**src/rtl/mp_arb_pkg.sv**
```systemverilog
// Shared types and constants for the two-port main-memory arbiter (mp_arbiter)
// and its optional statistics block.
package mp_arb_pkg;

    // One-hot arbiter states.
    typedef enum logic [2:0] {
        ST_IDLE = 3'b001,
        ST_OWN0 = 3'b010,
        ST_OWN1 = 3'b100
    } state_e;

    localparam logic PORT_I = 1'b0;  // instruction cache
    localparam logic PORT_D = 1'b1;  // data cache

    localparam int STAT_W = 32;

    function automatic logic [STAT_W-1:0] sat_inc(input logic [STAT_W-1:0] v);
        return (&v) ? v : v + STAT_W'(1);
    endfunction

endpackage

```
**src/rtl/mp_arb_stats.sv**
```systemverilog
// Saturating grant/wait counters for mp_arbiter; only instantiated when
// MP_ARB_STATS_EN is defined.
module mp_arb_stats
    import mp_arb_pkg::*;
(
    input  logic              clk,
    input  logic              resetn,
    input  logic              grant_0,
    input  logic              grant_1,
    input  logic              wait_0,
    input  logic              wait_1,
    output logic [STAT_W-1:0] grant_cnt_0,
    output logic [STAT_W-1:0] grant_cnt_1,
    output logic [STAT_W-1:0] wait_cnt_0,
    output logic [STAT_W-1:0] wait_cnt_1
);

    logic [STAT_W-1:0] grant_cnt_0_q, grant_cnt_0_d;
    logic [STAT_W-1:0] grant_cnt_1_q, grant_cnt_1_d;
    logic [STAT_W-1:0] wait_cnt_0_q,  wait_cnt_0_d;
    logic [STAT_W-1:0] wait_cnt_1_q,  wait_cnt_1_d;

    always_comb begin
        grant_cnt_0_d = grant_0 ? sat_inc(grant_cnt_0_q) : grant_cnt_0_q;
        grant_cnt_1_d = grant_1 ? sat_inc(grant_cnt_1_q) : grant_cnt_1_q;
        wait_cnt_0_d  = wait_0  ? sat_inc(wait_cnt_0_q)  : wait_cnt_0_q;
        wait_cnt_1_d  = wait_1  ? sat_inc(wait_cnt_1_q)  : wait_cnt_1_q;
    end

    always_ff @(posedge clk or negedge resetn) begin
        if (!resetn) begin
            grant_cnt_0_q <= '0;
            grant_cnt_1_q <= '0;
            wait_cnt_0_q  <= '0;
            wait_cnt_1_q  <= '0;
        end else begin
            grant_cnt_0_q <= grant_cnt_0_d;
            grant_cnt_1_q <= grant_cnt_1_d;
            wait_cnt_0_q  <= wait_cnt_0_d;
            wait_cnt_1_q  <= wait_cnt_1_d;
        end
    end

    assign grant_cnt_0 = grant_cnt_0_q;
    assign grant_cnt_1 = grant_cnt_1_q;
    assign wait_cnt_0  = wait_cnt_0_q;
    assign wait_cnt_1  = wait_cnt_1_q;

endmodule

```
**src/rtl/mp_arbiter.sv**
```systemverilog
// Two-port (I-cache / D-cache) arbiter for the single main-memory port; holds the
// grant for a whole block burst. Optional stats outputs under MP_ARB_STATS_EN.
module mp_arbiter
    import mp_arb_pkg::*;
#(
    parameter int ADDR_W      = 32,
    parameter int DATA_W      = 32,
    parameter int BURST_WORDS = 2
) (
    input  logic              clk,
    input  logic              resetn,
`ifdef MP_ARB_STATS_EN
    output logic [STAT_W-1:0] grant_cnt_0,
    output logic [STAT_W-1:0] grant_cnt_1,
    output logic [STAT_W-1:0] wait_cnt_0,
    output logic [STAT_W-1:0] wait_cnt_1,
`endif
    input  logic              mem_valid_0,
    input  logic              mem_instr_0,
    input  logic [ADDR_W-1:0] mem_addr_0,
    input  logic [DATA_W-1:0] mem_wdata_0,
    input  logic [3:0]        mem_wstrb_0,
    output logic              mem_ready_0,
    output logic [DATA_W-1:0] mem_rdata_0,
    input  logic              mem_valid_1,
    input  logic              mem_instr_1,
    input  logic [ADDR_W-1:0] mem_addr_1,
    input  logic [DATA_W-1:0] mem_wdata_1,
    input  logic [3:0]        mem_wstrb_1,
    output logic              mem_ready_1,
    output logic [DATA_W-1:0] mem_rdata_1,
    output logic              mem_valid_MP,
    output logic              mem_instr_MP,
    output logic [ADDR_W-1:0] mem_addr_MP,
    output logic [DATA_W-1:0] mem_wdata_MP,
    output logic [3:0]        mem_wstrb_MP,
    input  logic              mem_ready_MP,
    input  logic [DATA_W-1:0] mem_rdata_MP
);

    localparam int CNT_W = $clog2(BURST_WORDS + 1);

    state_e           state_q, state_d;
    logic             last_owner_q, last_owner_d;
    logic [CNT_W-1:0] beat_cnt_q, beat_cnt_d;

    logic             owner_valid;
    logic [CNT_W-1:0] beat_inc;
    logic             burst_done;

    assign owner_valid = (state_q == ST_OWN1) ? mem_valid_1 : mem_valid_0;
    assign beat_inc    = beat_cnt_q + CNT_W'(1);
    assign burst_done  = mem_ready_MP && (beat_inc == CNT_W'(BURST_WORDS));

    // NOTE: sequential state uses <= so every flop samples pre-edge values.
    always_ff @(posedge clk or negedge resetn) begin
        if (!resetn) begin
            state_q      <= ST_IDLE;
            last_owner_q <= PORT_D;
            beat_cnt_q   <= '0;
        end else begin
            state_q      <= state_d;
            last_owner_q <= last_owner_d;
            beat_cnt_q   <= beat_cnt_d;
        end
    end

    // NOTE: hold-value defaults first keep this block free of inferred latches.
    always_comb begin
        state_d      = state_q;
        last_owner_d = last_owner_q;
        beat_cnt_d   = beat_cnt_q;
        unique case (state_q)
            ST_IDLE: begin
                // On a tie the port that did not own last time wins.
                if (mem_valid_0 && (!mem_valid_1 || last_owner_q == PORT_D)) begin
                    state_d      = ST_OWN0;
                    last_owner_d = PORT_I;
                    beat_cnt_d   = '0;
                end else if (mem_valid_1) begin
                    state_d      = ST_OWN1;
                    last_owner_d = PORT_D;
                    beat_cnt_d   = '0;
                end
            end
            ST_OWN0, ST_OWN1: begin
                if (mem_ready_MP) begin
                    if (burst_done) begin
                        state_d    = ST_IDLE;
                        beat_cnt_d = '0;
                    end else begin
                        beat_cnt_d = beat_inc;
                    end
                end else if (!owner_valid) begin
                    state_d    = ST_IDLE;
                    beat_cnt_d = '0;
                end
            end
            default: begin
                state_d    = ST_IDLE;
                beat_cnt_d = '0;
            end
        endcase
    end

    // Forwarding mux: everything toward memory and both readies are quiet in IDLE.
    always_comb begin
        mem_valid_MP = 1'b0;
        mem_instr_MP = 1'b0;
        mem_addr_MP  = '0;
        mem_wdata_MP = '0;
        mem_wstrb_MP = '0;
        mem_ready_0  = 1'b0;
        mem_ready_1  = 1'b0;
        unique case (state_q)
            ST_OWN0: begin
                mem_valid_MP = mem_valid_0;
                mem_instr_MP = mem_instr_0;
                mem_addr_MP  = mem_addr_0;
                mem_wdata_MP = mem_wdata_0;
                mem_wstrb_MP = mem_wstrb_0;
                mem_ready_0  = mem_ready_MP;
            end
            ST_OWN1: begin
                mem_valid_MP = mem_valid_1;
                mem_instr_MP = mem_instr_1;
                mem_addr_MP  = mem_addr_1;
                mem_wdata_MP = mem_wdata_1;
                mem_wstrb_MP = mem_wstrb_1;
                mem_ready_1  = mem_ready_MP;
            end
            default: ;
        endcase
    end

    assign mem_rdata_0 = mem_rdata_MP;
    assign mem_rdata_1 = mem_rdata_MP;

`ifdef MP_ARB_STATS_EN
    logic grant_0, grant_1, wait_0, wait_1;

    assign grant_0 = (state_q == ST_IDLE) && (state_d == ST_OWN0);
    assign grant_1 = (state_q == ST_IDLE) && (state_d == ST_OWN1);
    assign wait_0  = mem_valid_0 && !mem_ready_0 && (state_q != ST_OWN0);
    assign wait_1  = mem_valid_1 && !mem_ready_1 && (state_q != ST_OWN1);

    mp_arb_stats u_stats (
        .clk         (clk),
        .resetn      (resetn),
        .grant_0     (grant_0),
        .grant_1     (grant_1),
        .wait_0      (wait_0),
        .wait_1      (wait_1),
        .grant_cnt_0 (grant_cnt_0),
        .grant_cnt_1 (grant_cnt_1),
        .wait_cnt_0  (wait_cnt_0),
        .wait_cnt_1  (wait_cnt_1)
    );
`endif

endmodule
```
**config.mk**
```make
export PLATFORM = sky130hd
export DESIGN_NAME = mp_arbiter
export DESIGN_NICKNAME = d
export VERILOG_FILES = /design/src/rtl/mp_arb_pkg.sv /design/src/rtl/mp_arb_stats.sv /design/src/rtl/mp_arbiter.sv
export SDC_FILE = /design/constraint.sdc
export NUM_CORES = 1
export LEC_CHECK = 0
export BUFFER_PORTS_ARGS = -buffer_cell sky130_fd_sc_hd__buf_2
export CORE_AREA = 2 2 122 124
export DETAILED_ROUTE_END_ITERATION = 8
export DIE_AREA = 0 0 124 126
export GPL_TIMING_DRIVEN = 0
export HOLD_SLACK_MARGIN = 0.05
export SYNTH_ARGS = -nofsm -noshare
export SYNTH_HDL_FRONTEND = slang
export SYNTH_SLANG_ARGS = --single-unit
```
**constraint.sdc**
```tcl
create_clock -name clk -period 2.2 [get_ports clk]
set_clock_uncertainty 0.1 [all_clocks]
set_input_delay 0.11 -clock clk [delete_from_list [all_inputs] [get_ports clk]]
set_output_delay 0.11 -clock clk [all_outputs]
set_load 0.01 [all_outputs]
```
== Word-level counts from Yosys, hierarchy flattened ==
Cells that the tools add are included.
Storage, ports and cells
  register bits after elaboration: 6
  bits of input ports: 175
  logic and storage cells: 42
Cells by class
  $add $sub $neg: 1
  eq/ne operators: 7
  multiplexer cells: 22
  reduce and logical (&&, ||, !) cells: 9
Operator list (number)
  $pmux 32 s2: 2
  $mux 3: 5
  $mux 2: 5
  $ne 3x3->1 const B: 3
  $pmux 4 s2: 1
  $pmux 3 s2: 1
  $mux 1: 5
  $pmux 1 s2: 2
  $pmux 2 s2: 1
  $reduce_and 2->1: 2
  $eq 3x1->1 const B: 1
  $eq 3x2->1 const B: 1
  $eq 3x3->1 const B: 1
  $reduce_and 3->1: 1
  $add 2x1->2 const B: 1
  $eq 2x2->1 const B: 1
  $logic_and 1x1->1: 2
  $reduce_bool 2->1: 1
  $reduce_or 2->1: 1
  $logic_not 1->1: 1
  $logic_or 1x1->1: 1

== Logic depth before layout (Yosys ltp) ==
Gate-level depths: netlist of the first run.
  depth in word-level cells: 6
  gate-level depth with buffers: 6
  gate-level depth less buffers: 6

== Worst setup path before layout of the first run ==
OpenSTA, ideal clock, no wires.
  path type: reg2reg
  from: register state_q[0]
  to: register state_q[2]
  setup time: 0.128 ns
  arrival: 1.335 ns
  data required time: 1.972 ns
  setup slack: 0.637 ns
  stages on the path, launching flop included: 5
  buffers on the path: 0
  cells stage by stage: dfstp_2 -> nor4b_1 -> o21bai_2 -> nand3_2 -> mux2_1
On the way
  longest elaborated chain between the ends: 4
  elaborated cells on any way between the ends: 10
  classes of those cells: 6 x eq/ne; 2 x mux; 2 x reduce/logical
Ends and longest elaborated chain
  start: declaration: RTL line mp_arbiter.sv:43  | state_e state_q, state_d;
  start signal: assignment: RTL line mp_arbiter.sv:62  | state_q <= state_d;
  $eq 3x3->1 / $eq 3x2->1 (equally long branches): RTL line mp_arbiter.sv:51, mp_arbiter.sv:73
  $reduce_or 2->1 / $mux 1 (equally long branches): RTL line mp_arbiter.sv:73, mp_arbiter.sv:51
  $ne 3x3->1 (no source line)
  $reduce_and 3->1 (no source line)
Parallel ways exist; a longest one is shown, timed or not.
A chain may end at the register's enable or synchronous reset.

== Worst setup path after layout of the first run ==
  from: register state_q[1]
  to: output port mem_wdata_MP[16]
On the way
  longest elaborated chain between the ends: 2
  elaborated cells on any way between the ends: 3
  classes of those cells: 2 x eq/ne; 1 x mux
Ends and longest elaborated chain
  $eq 3x3->1 / $eq 3x2->1 (equally long branches): RTL line mp_arbiter.sv:115  | unique case (state_q)
  $pmux 32 s2 (*): RTL line mp_arbiter.sv:115
  end: declaration: RTL line mp_arbiter.sv:35  | output logic [DATA_W-1:0] mem_wdata_MP,
Every way passes the cells marked *; elsewhere a longest branch is shown, timed or not.

==> results of run 1 <==
## metrics by stage
step,instance area [um^2],worst slack [ps],power [uW],std cells,utilization [%]
2_1_floorplan,1600,637,1260,185,-
3_3_place_gp,3220,481,1970,647,22.5
3_5_place_dp,3220,480,1960,647,22.5
4_1_cts,3310,222,2270,652,23.1
5_1_grt,3310,123,2420,652,23.1
6_report,3310,288,2230,652,23.1
## synthesized netlist by cell type, types with 2 or more instances
cell type  number  area (um^2)
nand2_1         2         7.51
buf_2           7         35.0
nor2_1          3         11.3
buf_4          65          488
nor3b_2         2         25.0
buf_6           8         90.1
dfrtp_1         4          100
and2_1          2         12.5
dfstp_2         2         52.6
a22o_1         70          613
o21ai_1         2         10.0
## worst paths after layout
kind / from / to / slack [ps] / cells past startpoint
hold reg to reg: beat_cnt_q[1] / beat_cnt_q[1] / 380 / 1
min in group asynchronous: resetn / beat_cnt_q[1] / 130 / 2
max in group asynchronous: resetn / last_owner_q / 1650 / 2
setup reg to reg: state_q[0] / state_q[2] / 540 / 4
setup / recovery: state_q[1] / mem_wdata_MP[16] / 290 / 5
hold / removal: mem_valid_1 / state_q[0] / 100 / 4
## cell families (layout without fill, tap and decap cells)
kind of cell / after synthesis / after routing / share of synthesized area [%]
AND/OR/NAND/NOR: 16 / 16 / 7.21
multiplexers: 1 / 1 / 0.705
buffers and inverters: 81 / 364 / 38.6
XOR/XNOR: 1 / 1 / 0.549
adder cells (fa/ha/maj): 1 / 1 / 0.784
AO/OA/AOI/OAI: 79 / 79 / 42.6
flip-flops: 6 / 6 / 9.56
## sequential cells by signal, indices dropped and copies added, names as in the netlist
| register | count |
|---|---|
| beat_cnt_q | 2 |
| last_owner_q | 1 |
| state_q | 3 |
## final cells by class
cell class	instances	area [um^2]	area share [%]
Timing Repair Buffer	280	1410	42.6
Multi-Input combinational cell	98	827	25.0
Buffer	80	613	18.5
Tap cell	184	230	6.95
Sequential cell	6	153	4.61
Clock buffer	3	75.1	2.27
Inverter	1	3.75	0.113
## placed cells by master (no fill, tap or decap), drive strengths merged, types with 2 or more instances in the layout
cell	Yosys	layout
and2	2	2
dlygate4sd3	0	2
clkbuf	0	3
o21ai	2	2
nand2	2	2
a22o	70	70
dfstp	2	2
nor3b	3	3
dfrtp	4	4
nor2	3	3
nand3	2	2
buf	80	358
## worst min-delay path, stage by stage
cell and delay [ps]:
buf_2 150, nor2_1 60, nand2_1 50, o21ai_1 50
## power groups by stage
| stage | Sequential [uW] | Clock, uW | Combinational, uW |
|---|---|---|---|
| 2_1_floorplan | 211 | 0 | 1050 |
| 3_3_place_gp | 227 | 0 | 1740 |
| 3_5_place_dp | 226 | 0 | 1730 |
| 4_1_cts | 226 | 299 | 1740 |
| 5_1_grt | 234 | 312 | 1880 |
| 6_report | 226 | 291 | 1710 |
## layer usage
metal | part of all wire, % | routed length [um]
met1 | 42 | 3600
met2 | 49 | 4180
met4 | 0.15 | 13
met3 | 9.0 | 770
met5 | 0 | 0
==> summary.md, run 1 <==
| Metric | Value |
|---|---|
| Clock Latency Late Sink | `230 ps` |
| Antenna Cells | `0` |
| Mapped cell area | `1600 um^2` |
| MaxCap Viol Count | `0` |
| Critical path class | `reg2out` |
| Via density per instance | `3.72` |
| Largest net degree at the start of global routing | `11` |
| Sinks on Clock Net | `6` |
| Logic gate share of total power | `76.8%` |
| Grt peak-use layer | `met2` |
| CP cell instances | `nor3b_1 > buf_4 > buf_6 > a22o_1 > buf_2` |
| Floorplan row count | `44` |
| Setup TNS | `0 ps` |
| H-tree levels | `1` |
| Area of the core | `~14000 um^2` |
| Worst-margin pin slew | `349 ps` |
| Slew margin rel. | `between 70% and 80%` |
| GRT Resource Usage Total | `under 10%` |
| Num ports | `311` |
| Clk pwr share | `between 10% and 20%` |
| Longest Clk Path Bufs | `2` |
| Iteration-0 DRC Markers | `around 70` |
| Vias in the first global route | `roughly 2100` |
| Max stage delay on crit path | `480 ps` |
| Cell Int Power | `1270 uW` |
| Vias | `approximately 2400` |
| Die height | `126 um` |
| Seq pwr share | `10.1%` |
| Kind of cell adding the most delay to the critical path | `buffers and inverters` |
| CP Capture Type | `output port` |
| Worst path arrival time | `1700 ps` |
| Slowest-stage cell, CP | `dfrtp_1` |
| Synthesized area per cell | `roughly 8.6 um^2` |
| P_sw | `960 uW` |
| Post-synthesis sequential area ratio | `9.56%` |
| GR Layer Usage met1 | `12.5%` |
| WHS | `about 100 ps` |
| Grt met2 use | `16.9%` |
| FF+latch count, synth | `6` |
| Final period util | `86.9%` |
| DP HPWL | `about 7600 um` |
| Final WL | `8560 um` |
| Routed wire per std cell | `about 13 um` |
| Achievable Freq | `0.523 GHz` |
| Port Buffers | `around 280` |
| Worst min path class | `in2reg` |
| Total grt overflow | `0` |
| P&R area growth vs syn | `108%` |
| Final setup fails | `0` |
| Hold buffer count at cts | `2` |
| Peak supply drop | `~0.77 mV` |
| Die Area | `around 16000 um^2` |
| Met3 usage | `1.09%` |
| Pwr dens | `between 600 and 700 nW/um^2` |
| Final GP Congestion | `0.833` |
| Slew Viols, Final | `0` |
| Clk pin slew, worst setup/hold paths | `30 ps` |
| Unrepaired setup endpoints after global routing | `no` |
| Fillers | `1584` |
| Die X | `between 100 and 150 um` |
| Critical Path RT | `1990 ps` |
| Pleak | `0.00206 uW` |
| Total CTS buffers | `3` |
| Post-synth EDFFs | `0` |
| Post-CTS sizing | `0` |
| First-pass GRT wire length | `11300 um` |
| Sw frac | `43.1%` |
| Outcome | `finished clean` |
| Async SR Flop Fraction | `100%` |
| Ys Warns | `0` |
| Top FF cell, synth | `dfrtp_1` |
| Post-Synthesis Net Count | `361` |
| Layout cells sized above 1 | `approximately 79%` |
| Tmin final | `between 1500 and 2000 ps` |
| WP buf/inv | `3` |
| Initial Util | `11.2%` |
| Post-DRT Antenna Nets | `0` |
| Nets | `646` |
| Cell variety after synth | `29` |
| Final-report hold violation count | `0` |
| Drt first pass iters | `4` |
| CTS tree | `yes` |
| Startpoint types | `flop` |
| Initial antenna violation count | `0` |
| Post-CTS setup buffer count | `0` |
| Root buffer cell | `clkbuf_16` |
| Maximum fanout along the worst path | `10` |
| Synthesized instance count | `185` |
| DRC | `0` |
(Power assumes the default switching activity.)
==> run 2, diff against run 1 <==
==> constraint.sdc (replaced) <==
create_clock -name clk -period 2.2 [get_ports clk]
set_clock_uncertainty 0.1 [all_clocks]
set_input_delay 0.11 -clock clk [delete_from_list [all_inputs] [get_ports clk]]
set_output_delay 0.11 -clock clk [all_outputs]
set_load 0.1 [all_outputs]
==> run 2 against run 1 <==
Effect of this change: die area stayed put; critical path depth stayed put; final area is 5.9% higher; routed wire length is 1.7% higher; clock power hardly changed; cell count stayed put; first-iteration DRC count is 9.9% higher; via count is 0.29% higher.
==> summary.md, run 2 (synthesis results as in run 1) <==
| Metric | Value |
|---|---|
| Initial Util | `11.2% (unchanged)` |
| Layout cells sized above 1 | `78.6% (unchanged)` |
| Setup TNS | `0 ps (unchanged)` |
| Slew margin rel. | `67.1% (-9.6 points)` |
| Kind of cell adding the most delay to the critical path | `buffers and inverters` |
| Maximum fanout along the worst path | `10 (unchanged)` |
| Final-report hold violation count | `0 (unchanged)` |
| Cell Int Power | `1450 uW (+14%)` |
| Max stage delay on crit path | `460 ps (-20 ps)` |
| Die Area | `15600 um^2 (unchanged)` |
| Total grt overflow | `0 (unchanged)` |
| Die height | `126 um (unchanged)` |
| DRC | `0 (unchanged)` |
| Commonest cells after routing, fill and taps aside | `buf_2 (215), buf_4 (74), a22o_1 (70)` |
| First-pass GRT wire length | `11400 um (about the same)` |
| Critical Path RT | `1990 ps (about the same)` |
| Root buffer cell | `clkbuf_16` |
| Largest net degree at the start of global routing | `11 (unchanged)` |
| Iteration-0 DRC Markers | `78 (+9.9%)` |
| Worst min path class | `in2reg` |
| P&R area growth vs syn | `120%` |
| Die X | `124 um (unchanged)` |
| Vias in the first global route | `2111 (+0.14%)` |
| Port Buffers | `278 (unchanged)` |
| CP cell instances | `nor3b_2 > buf_6 > buf_2 > and2_1 > buf_2` |
| Worst-margin pin slew | `498 ps (+149 ps)` |
| WHS | `101 ps (+0.586 ps)` |
| Antenna Cells | `0 (unchanged)` |
| Clk pwr share | `5.6% (-7.5 points)` |
| Worst R2R End | `state_q[2]` |
| WP buf/inv | `3 (unchanged)` |
| Initial antenna violation count | `0 (unchanged)` |
| GRT Resource Usage Total | `9.43% (about the same)` |
| Area of the core | `14300 um^2 (unchanged)` |
| Unrepaired setup endpoints after global routing | `no` |
| Clock Latency Late Sink | `230 ps (about the same)` |
| Final worst slack | `133 ps (-155 ps)` |
| Routed wire per std cell | `13.4 um (+1.7%)` |
| Tmin final | `2070 ps (+155 ps)` |
| DP HPWL | `7630 um (unchanged)` |
| Worst Reg2Reg Path Length in Cells | `4 (unchanged)` |
| Most used cell, CP | `buf_2` |
| Worst Setup SP | `state_q[1]` |
| Num ports | `311 (unchanged)` |
| Post-CTS setup buffer count | `0 (unchanged)` |
| Longest Clk Path Bufs | `2 (unchanged)` |
| Slew Viols, Final | `0 (unchanged)` |
| Seq pwr share | `4.3% (-5.8 points)` |
| Total CTS buffers | `3 (unchanged)` |
| Final setup fails | `0 (unchanged)` |
| Pwr dens | `1490 nW/um^2 (+120%)` |
| Final WL | `8710 um (+1.7%)` |
| Outcome | `finished clean` |
| Sw frac | `72.3% (+29 points)` |
| Pleak | `0.00203 uW (-1.3%)` |
| Inst Count DP | `647 (unchanged)` |
| CTS tree | `yes` |
| Drt first pass iters | `5 (+1)` |
| RR Startpoint | `state_q[0]` |
| Logic gate share of total power | `90.1% (+13 points)` |
| Floorplan row count | `44 (unchanged)` |
| P_sw | `3780 uW (+290%)` |
| Slowest-stage cell, CP | `dfrtp_1` |
| Clk pin slew, worst setup/hold paths | `30 ps (about the same)` |
| Final GP Congestion | `0.833 (unchanged)` |
| Final period util | `94.0% (+7.1 points)` |
| Fin cells | `652 (unchanged)` |
| Worst Setup EP | `mem_ready_1` |
| Peak supply drop | `0.775 mV (+0.37%)` |
| Largest regs | `state_q (3), beat_cnt_q (2), last_owner_q (1)` |
| Achievable Freq | `0.484 GHz (-7.5%)` |
| Nets | `646 (unchanged)` |
| MaxCap Viol Count | `0 (unchanged)` |
| Max reg flops | `3 (unchanged)` |
| Sinks on Clock Net | `6 (unchanged)` |
| Reg2Reg Setup Slack | `540 ps (about the same)` |
| Worst path arrival time | `1860 ps (+160 ps)` |
| Vias | `2435 (+0.29%)` |
| Critical path class | `reg2out` |
| Startpoint types | `flop` |
| H-tree levels | `1 (unchanged)` |
| Biggest register | `state_q` |
| DP Worst Slack | `184 ps (-296 ps)` |
| CP Capture Type | `output port` |
| Via density per instance | `3.73 (+0.29%)` |
| Post-DRT Antenna Nets | `0 (unchanged)` |
| Commonest non-fill, non-tap cell in the layout | `buf_2` |
| WP depth | `5 (unchanged)` |
[run 2: worst min-delay path by stage]
| stage | start | cells after the start | endpoint |
|---|---|---|---|
| after detailed placement | resetn | 1 | state_q[2] |
| final | mem_valid_1 | 4 | state_q[0] |
| after global placement | resetn | 1 | state_q[2] |
| after floorplan | resetn | 0 | beat_cnt_q[0] |
| after CTS | mem_valid_1 | 4 | state_q[0] |
| after global routing | mem_valid_1 | 4 | state_q[0] |
[run 2: cell type report]
type / count / area, um^2
Buffer: 80 / 613
Clock buffer: 3 / 75.1
Fill cell: 1563 / 10800
Inverter: 1 / 3.75
Multi-Input combinational cell: 98 / 827
Sequential cell: 6 / 153
Tap cell: 184 / 230
Timing Repair Buffer: 280 / 1610
[run 2: power by group through the flow]
stage               Clock (uW)  Sequential [uW]  Combinational [uW]
CTS                        299              226                4580
detailed placement           0              226                4530
floorplan                    0              211                3850
finish                     291              226                4710
global placement             0              227                4540
global route               312              234                4880
[run 2: per-stage QoR]
step	area (um^2)	util, %	power (uW)
2_1_floorplan	1600	-	4060
3_3_place_gp	3220	22.5	4770
3_5_place_dp	3220	22.5	4760
4_1_cts	3340	23.4	5100
5_1_grt	3510	24.5	5430
6_report	3510	24.5	5230
[run 2: worst min-delay path, stage by stage]
cell	delay, ps
buf_2	150
nor2_1	60
nand2_1	50
o21ai_1	50
[run 2: timing repair]
item / 4_1_cts / 5_1_grt
hold buffers: 2 / 0
resized for setup: 12 / 65
hold endpoints to repair: 7 / 0
endpoints found under the setup margin: 12 / 63
[run 2: metal layers]
metal | global-route usage, % | wire length [um] | vias up
met5 | 0 | 0 | -
met4 | 0.727 | 13 | 0
met3 | 1.09 | 811 | 2
met2 | 16.9 | 4360 | 160
met1 | 12.5 | 3530 | 1063
li1 | - | - | 1210
